### src/rtl/bp_pkg.sv
// Shared definitions for the fetch-side branch predictor: counter
// encodings, default geometry and the PC index/tag slicing helpers.
package bp_pkg;

    // 2-bit saturating counter encodings; bit 1 set means predict taken.
    localparam logic [1:0] CTR_SNT = 2'b00;
    localparam logic [1:0] CTR_WNT = 2'b01;
    localparam logic [1:0] CTR_WT  = 2'b10;
    localparam logic [1:0] CTR_ST  = 2'b11;

    // Default number of index bits (16-entry table).
    localparam int IDX_BITS_DEFAULT = 4;

    // Table index: word-aligned PC bits directly above the byte offset.
    function automatic logic [31:0] bp_index(input logic [31:0] pc, input int idx_bits);
        return (pc >> 2) & ((32'd1 << idx_bits) - 32'd1);
    endfunction

    // Tag: every PC bit above the index field.
    function automatic logic [31:0] bp_tag(input logic [31:0] pc, input int idx_bits);
        return pc >> (2 + idx_bits);
    endfunction

endpackage

### src/rtl/bp_sat_counter.sv
// Combinational next-state for a 2-bit saturating direction counter.
module bp_sat_counter
    import bp_pkg::*;
(
    input  logic [1:0] ctr,
    input  logic       taken,
    output logic [1:0] ctr_next
);

    // Step toward the observed outcome, holding at either end.
    always_comb begin
        ctr_next = ctr;
        if (taken) begin
            if (ctr != CTR_ST) ctr_next = ctr + 2'd1;
        end else begin
            if (ctr != CTR_SNT) ctr_next = ctr - 2'd1;
        end
    end

endmodule

### src/rtl/branch_predictor.sv
// Direct-mapped BTB with per-entry 2-bit counters. Lookup of the fetch PC
// is purely combinational; training from EX resolution lands on the
// rising edge, so a same-cycle lookup always sees pre-edge contents.
// Also keeps saturating branch / mispredict performance counters.
module branch_predictor
    import bp_pkg::*;
#(
    parameter int IDX_BITS = IDX_BITS_DEFAULT
) (
    input  logic        clk,
    input  logic        rst,
    input  logic [31:0] fetch_pc,
    output logic        prediction,
    output logic [31:0] predicted_target,
    input  logic        update_en,
    input  logic        update_is_branch,
    input  logic [31:0] update_pc,
    input  logic        update_taken,
    input  logic [31:0] update_target,
    input  logic        update_mispredict,
    input  logic        flush,
    output logic [31:0] branch_count,
    output logic [31:0] mispredict_count
);

    localparam int TAG_BITS = 30 - IDX_BITS;
    localparam int ENTRIES  = 1 << IDX_BITS;

    logic                valid_q  [ENTRIES];
    logic [TAG_BITS-1:0] tag_q    [ENTRIES];
    logic [31:0]         target_q [ENTRIES];
    logic [1:0]          ctr_q    [ENTRIES];

    logic [31:0] branch_count_q, branch_count_d;
    logic [31:0] mispredict_count_q, mispredict_count_d;

    logic [IDX_BITS-1:0] fetch_idx, upd_idx;
    logic [TAG_BITS-1:0] fetch_tag, upd_tag;
    logic                fetch_hit, upd_hit;
    logic [1:0]          upd_ctr_next;

    assign fetch_idx = IDX_BITS'(bp_index(fetch_pc, IDX_BITS));
    assign fetch_tag = TAG_BITS'(bp_tag(fetch_pc, IDX_BITS));
    assign upd_idx   = IDX_BITS'(bp_index(update_pc, IDX_BITS));
    assign upd_tag   = TAG_BITS'(bp_tag(update_pc, IDX_BITS));

    assign fetch_hit = valid_q[fetch_idx] && (tag_q[fetch_idx] == fetch_tag);
    assign upd_hit   = valid_q[upd_idx] && (tag_q[upd_idx] == upd_tag);

    // Single counter stepper serves the one update port.
    bp_sat_counter u_sat_counter (
        .ctr      (ctr_q[upd_idx]),
        .taken    (update_taken),
        .ctr_next (upd_ctr_next)
    );

    // Zero-latency lookup; a miss or weak/strong not-taken falls through to pc+4.
    always_comb begin
        prediction       = fetch_hit && ctr_q[fetch_idx][1];
        predicted_target = prediction ? target_q[fetch_idx] : fetch_pc + 32'd4;
    end

    // Table training; flush wins over any update arriving in the same cycle.
    always_ff @(posedge clk or negedge rst) begin
        if (!rst) begin
            for (int i = 0; i < ENTRIES; i++) begin
                valid_q[i]  <= 1'b0;
                tag_q[i]    <= '0;
                target_q[i] <= '0;
                ctr_q[i]    <= CTR_WNT;
            end
        end else if (flush) begin
            for (int i = 0; i < ENTRIES; i++) begin
                valid_q[i] <= 1'b0;
            end
        end else if (update_en) begin
            if (update_is_branch) begin
                if (upd_hit) begin
                    ctr_q[upd_idx] <= upd_ctr_next;
                    if (update_taken) target_q[upd_idx] <= update_target;
                end else if (update_taken) begin
                    valid_q[upd_idx]  <= 1'b1;
                    tag_q[upd_idx]    <= upd_tag;
                    target_q[upd_idx] <= update_target;
                    ctr_q[upd_idx]    <= CTR_WT;
                end
            end else if (upd_hit) begin
                // A non-branch matched this entry: it is an alias, drop it.
                valid_q[upd_idx] <= 1'b0;
            end
        end
    end

    // Performance counter next-state, saturating at all-ones.
    always_comb begin
        branch_count_d     = branch_count_q;
        mispredict_count_d = mispredict_count_q;
        if (update_en && update_is_branch) begin
            if (branch_count_q != '1) branch_count_d = branch_count_q + 32'd1;
            if (update_mispredict && (mispredict_count_q != '1))
                mispredict_count_d = mispredict_count_q + 32'd1;
        end
    end

    // Performance counter registers; unaffected by flush.
    always_ff @(posedge clk or negedge rst) begin
        if (!rst) begin
            branch_count_q     <= '0;
            mispredict_count_q <= '0;
        end else begin
            branch_count_q     <= branch_count_d;
            mispredict_count_q <= mispredict_count_d;
        end
    end

    assign branch_count     = branch_count_q;
    assign mispredict_count = mispredict_count_q;

endmodule

### config.mk
export PLATFORM = sky130hd
export DESIGN_NAME = branch_predictor
export DESIGN_NICKNAME = d
export VERILOG_FILES = /design/src/rtl/bp_pkg.sv /design/src/rtl/bp_sat_counter.sv /design/src/rtl/branch_predictor.sv
export SDC_FILE = /design/constraint.sdc
export NUM_CORES = 2
export LEC_CHECK = 0
export CAP_MARGIN = 5
export CORE_MARGIN = 5
export CORE_UTILIZATION = 62
export DETAILED_ROUTE_END_ITERATION = 10
export PLACE_DENSITY = 0.85
export SYNTH_ARGS = -nofsm -noshare
export SYNTH_HDL_FRONTEND = slang
export SYNTH_SLANG_ARGS = --single-unit
### constraint.sdc
create_clock -name clk -period 7.22 [get_ports clk]
set_clock_uncertainty 0.05 [all_clocks]
set_input_delay 1.444 -clock clk [delete_from_list [all_inputs] [get_ports clk]]
set_output_delay 1.444 -clock clk [all_outputs]
set_load 0.01 [all_outputs]
======== Yosys cells after proc, flatten, opt, wreduce, memory -nomap -nowiden ========
Index checks and enable logic that the tools add are counted.
storage, ports and cells
  word-level logic and storage cells ...... 151
  flip-flop bits (word level) ............. 1040
  input port bits ......................... 103
cells by class
  bitwise logic cells ..................... 10
  mux-type cells .......................... 44
  eq/ne operators ......................... 6
  add/sub/neg operators ................... 5
  $lt $le $gt $ge ......................... 3
  reduce and logical (&&, ||, !) cells .... 17
operators by type and width
  operator                                        count
  bitwise mux 512 bit                             1
  bitwise mux 416 bit                             1
  binary-select mux 26 bit (select 4 bit)         2
  two-way mux 32 bit                              6
  two-way mux 26 bit                              5
  binary-select mux 32 bit (select 4 bit)         1
  demux 32 bit (select 4 bit)                     1
  demux 26 bit (select 4 bit)                     1
  two-way mux 16 bit                              6
  adder 32 x 1 -> 32 bit (second input constant)  2
  inequality test 32 bit (second input constant)  2
  == test 26 bit                                  2
  adder 32 x 3 -> 32 bit (second input constant)  1
  AND 16 bit                                      2
  bitwise mux 32 bit                              1
  inverter 16 bit                                 2
  OR 16 bit                                       2
  binary-select mux 2 bit (select 4 bit)          2
  two-way mux 2 bit                               8
  AND reduction 4 bit                             3
  >= comparator 5 bit (second input constant)     2
  inverter 4 -> 5 bit                             2
  binary-select mux 1 bit (select 4 bit)          2
  demux 2 bit (select 4 bit)                      1
  other kinds (13)                                27

======== Logic depth before layout (Yosys ltp) ========
  word-level depth ........................ 11
  mapped depth ............................ 16
  gate-level depth less buffers ........... 10

======== Hierarchy ========
Synthesis repeated with hierarchy kept, for this count alone.
second synthesis, totals
  cells, all modules ...................... 3558
  area total of the unflattened synthesis .. 52791.9 um^2
by module, submodules not included
  module            cells each  area an instance (um^2)  instances  seq. area each (um^2)
  branch_predictor  3555        52765.6                  1          26045.0
  bp_sat_counter    3           26.3                     1          0.0

======== Worst setup path before layout ========
No wires, ideal clock.
  path kind ............................... input -> output
  start ................................... in fetch_pc[2]
  end ..................................... out predicted_target[12]
  stages on the path ...................... 10
  path slack .............................. 1.010 ns
  path buffers ............................ 7
  arrival time ............................ 4.716 ns
  path through ............................ buf_2 buf_6 buf_2 buf_2 clkbuf_1 buf_2 buf_1 mux4_2 mux4_2 mux2_1
on the way
  word-level cells in the longest chain between the ends .. 8
  elaborated cells on any way between the ends .. 18
  classes of those cells .................. add/sub: 1; eq/ne: 1; mux: 13; bitwise: 1; reduce/logical: 2
ends and longest elaborated chain
  what                                                   RTL line                                                                source
  from (decl)                                            branch_predictor.sv:12                                                  input logic [31:0] fetch_pc,
  inverter 4 -> 5 bit (not written as such)              branch_predictor.sv:47, branch_predictor.sv:59, branch_predictor.sv:60
  binary-select mux 26 bit (select 4 bit)                branch_predictor.sv:47                                                  assign fetch_hit = valid_q[fetch_idx] && (tag_q[fetch_idx] == fetch_tag);
  two-way mux 26 bit (not written as such) (2 in a row)  branch_predictor.sv:47
  == test 26 bit                                         branch_predictor.sv:47
  logical AND 1 bit                                      branch_predictor.sv:47
  logical AND 1 bit                                      branch_predictor.sv:59                                                  prediction = fetch_hit && ctr_q[fetch_idx][1];
  two-way mux 32 bit *                                   branch_predictor.sv:60                                                  predicted_target = prediction ? target_q[fetch_idx] : fetch_pc + 32'd4;
  to (decl)                                              branch_predictor.sv:14                                                  output logic [31:0] predicted_target,
Every way passes the cells marked *; elsewhere a longest branch is shown, timed or not. The select of a mux whose other input is x is not followed.

======== Worst setup path in the final report ========
  start ................................... in fetch_pc[2]
  end ..................................... out predicted_target[13]
The elaborated chain is that of the path after synthesis.

==> flow_summary.ini <==
[critical_path]
end_kind = output pin
endpoint = predicted_target[13]
worstRegToRegCells = 10
worstPathCellList = buf_8, buf_4, mux4_2, mux4_2, xnor2_1, and2_1, nor4bb_1, nand4_1, buf_12, mux2_1, clkdlybuf4s50_1
startpoint_type = input port
r2r-start = tag_q[350]
slowest_delay_ns = 0.63
r2r-end = tag_q[377]
slowest_stage = mux4_2
crit_required_ns = 5.73
startpoint = fetch_pc[2]
path_max_fanout = 45
worst_path_most_repeated_cell = mux4_2
r2r_setup_slack_ns = 3.11
crit_arrival_ns = 5.37
path_class = in2out

[placement]
port-buffer-count = 197
place_congestion = 0.879
place_area_sq_um = 55300
hpwl_mm = 82.1

[sta]
drv_slew = 0
hold_slack_ns = 0.442
finalHoldViolCount = 0
setup-tns-final_ns = 0
fmax_mhz = 146
timing.final.crit_share = 0.950
fin_crit_ns = 6.86
setup_viol_count_final = 0
tightest_slew_ns = 1.07
rsz0062_at_grt = false
slew_headroom = 0.287

[routing]
wirelength_mm = 137
routedWlPerCell_microns = 29.0
first_pass_iters = 6
postRouteAntennaNets = 0
wl_met3_mm = 10.3
vias_per_cell = 6.87
route.detailed.drc = 0
vias = 32400
highest_layer = met5
met2_length_mm = 67.7
drt_iter0_drc = 3170
wl_met1_mm = 53.5

[clock_network]
post-cts-setup-buffers = 0
numCtsBuffers = 108
clkTransAtPathRegs_ns = 0.05
clk-insertion-delay-late_ns = 0.70
post_cts_resized = 0
clockBufferDepth = 3
root_buffer = clkbuf_16
cts_tree = done
h-tree-depth = 3
cts_hold_buf = 0
cts.sinks = 1040

[power]
power_leakage_nw = 27.1
power_switching_mw = 3.52
p_comb_frac = 0.123
power.density_nw_per_um2 = 237
finalPower_mw = 14.0
p_seq_frac = 0.473
clock_power_share = 0.404
intPower_mw = 10.5
peakVddDrop_mv = 0.210
swShare = 0.251

[final_layout]
drive_gt1_frac = 0.411
final_common_cell = dfrtp_1
num-nets-final = 3654
finalInstanceArea_sq_um = 59000
syn_to_final_growth_pct = 13.2
layout_common_cells = dfrtp_1, mux2_2, mux4_2

[logic_synthesis]
syn_inst = 3436
synth_flop_cell = dfrtp_1
synth-simple-area-share = 0.0328
ys_ff_latch = 1040
synth-warning-count = 0
syn_avg_cell_area_sq_um = 15.2
synth_top_family_by_area = multiplexers
synth_cell_type_count = 56
netlist_area_sq_um = 52100
seq_area_frac_synth = 0.500
synth_edf_count = 0
synthXorXnorAreaFrac = 0.0246
synth_mux_area_frac = 0.389
synthAdderAreaFrac = 0.000913
synthesis.nets = 3542
async_flop_share = 1.00
synth-compound-area-share = 0.0233

[global_route]
track_usage = 0.307
grt_max_degree = 177
grt_overflow = 0
grt_pass1_wl_mm = 212
antenna_found_initial = 12
grt_pass1_vias = 34500

[run_status]
status = completed

[floorplanning]
core.rowCount = 106
ios = 200
start_util = 0.624
coreArea_sq_um = 83400
die_area_sq_um = 89900
dieWidth_microns = 300
die_y_microns = 300

[worst_hold_path]
hold_depth = 1
hold_class = reg2reg
hold_start = mispredict_count[16]

[job]
max-cap-violations = 0
## final cells by class
type                       count  area, sq um
clock buffer                 158         3090
sequential                  1040        26000
timing repair buffer         304         3160
multi-input combinational   2065        24600
clock inverter                41          557
inverter                      29          109
tap                         1080         1350
fill                        5115        24500
antenna                        8         20.0
## worst max-delay path, delay by kind of cell
family / cells / cell delay [ns]
buf+inv: 4 / 1.44
xor+xnor: 1 / 0.23
mux: 3 / 1.55
simple gates: 3 / 0.63
## cell families after synthesis
family,Yosys count
adders and majority gates,4
AOI/OAI and AO/OA,173
xor gates and xnor gates,146
DFF,1040
and+or+nand+nor,337
muxes,1405
buffers and inverters,331
## flip-flops by register name, summed over array words and instances, names as in the netlist
signal,count
branch_count,32
ctr_q,32
mispredict_count,32
tag_q,416
target_q,512
valid_q,16
## metal layers
layer  GRT usage  vias up
met5           0        -
met4       0.118        6
met3      0.0602      354
met2       0.497     1426
met1       0.420    17400
li1            -    13200
## power groups by stage
stage,clock [mW],sequential (mW),combinational [mW]
2_1_floorplan,0,6.60,1.13
3_3_place_gp,0,6.66,1.66
3_5_place_dp,0,6.70,1.71
4_1_cts,5.70,6.60,1.73
5_1_grt,5.98,6.66,1.85
6_report,5.65,6.62,1.73
## how the worst min path moves through the flow
stage	endpoint	slack [ns]
6_report	mispredict_count[16]	0.44
5_1_grt	target_q[438]	0.45
4_1_cts	mispredict_count[16]	0.44
3_5_place_dp	branch_count[22]	0.43
3_3_place_gp	mispredict_count[21]	0.42
2_1_floorplan	tag_q[119]	0.42
## synth_stat cells, drive strengths merged, types with 5 or more instances
master  instances  area [sq um]
dfrtp        1024         25600
mux2          961         10900
mux4          392          8830
clkbuf        170           638
buf           132           798
xnor2          95           832
nand2          73           274
nor2           70           270
nand3          57           285
mux2i          52           521
o21ai          51           255
xor2           51           447
a22oi          33           248
and3           32           200
inv            29           109
nand4          23           144
nor2b          19           119
a32o           16           160
dfstp          16           420
nor3           16          80.1
a21oi          14          70.1
and2           11          68.8
a221oi         10          93.8
o21a           10          75.1
or2            10          62.6
nand2b          9          56.3
a31oi           8          50.1
a22o            6          52.6
and4            6          52.6
o211ai          5          37.5
## metrics by stage
| stage | instances | util | setup slack (ns) |
|---|---|---|---|
| floorplan | 3436 | - | 1.01 |
| global placement | 4518 | 0.663 | 0.382 |
| detailed placement | 4518 | 0.663 | 0.372 |
| CTS | 4717 | 0.706 | 0.372 |
| global route | 4721 | 0.707 | 0.107 |
| finish | 4725 | 0.707 | 0.359 |
Note: power is estimated with default switching activity, not from simulation.
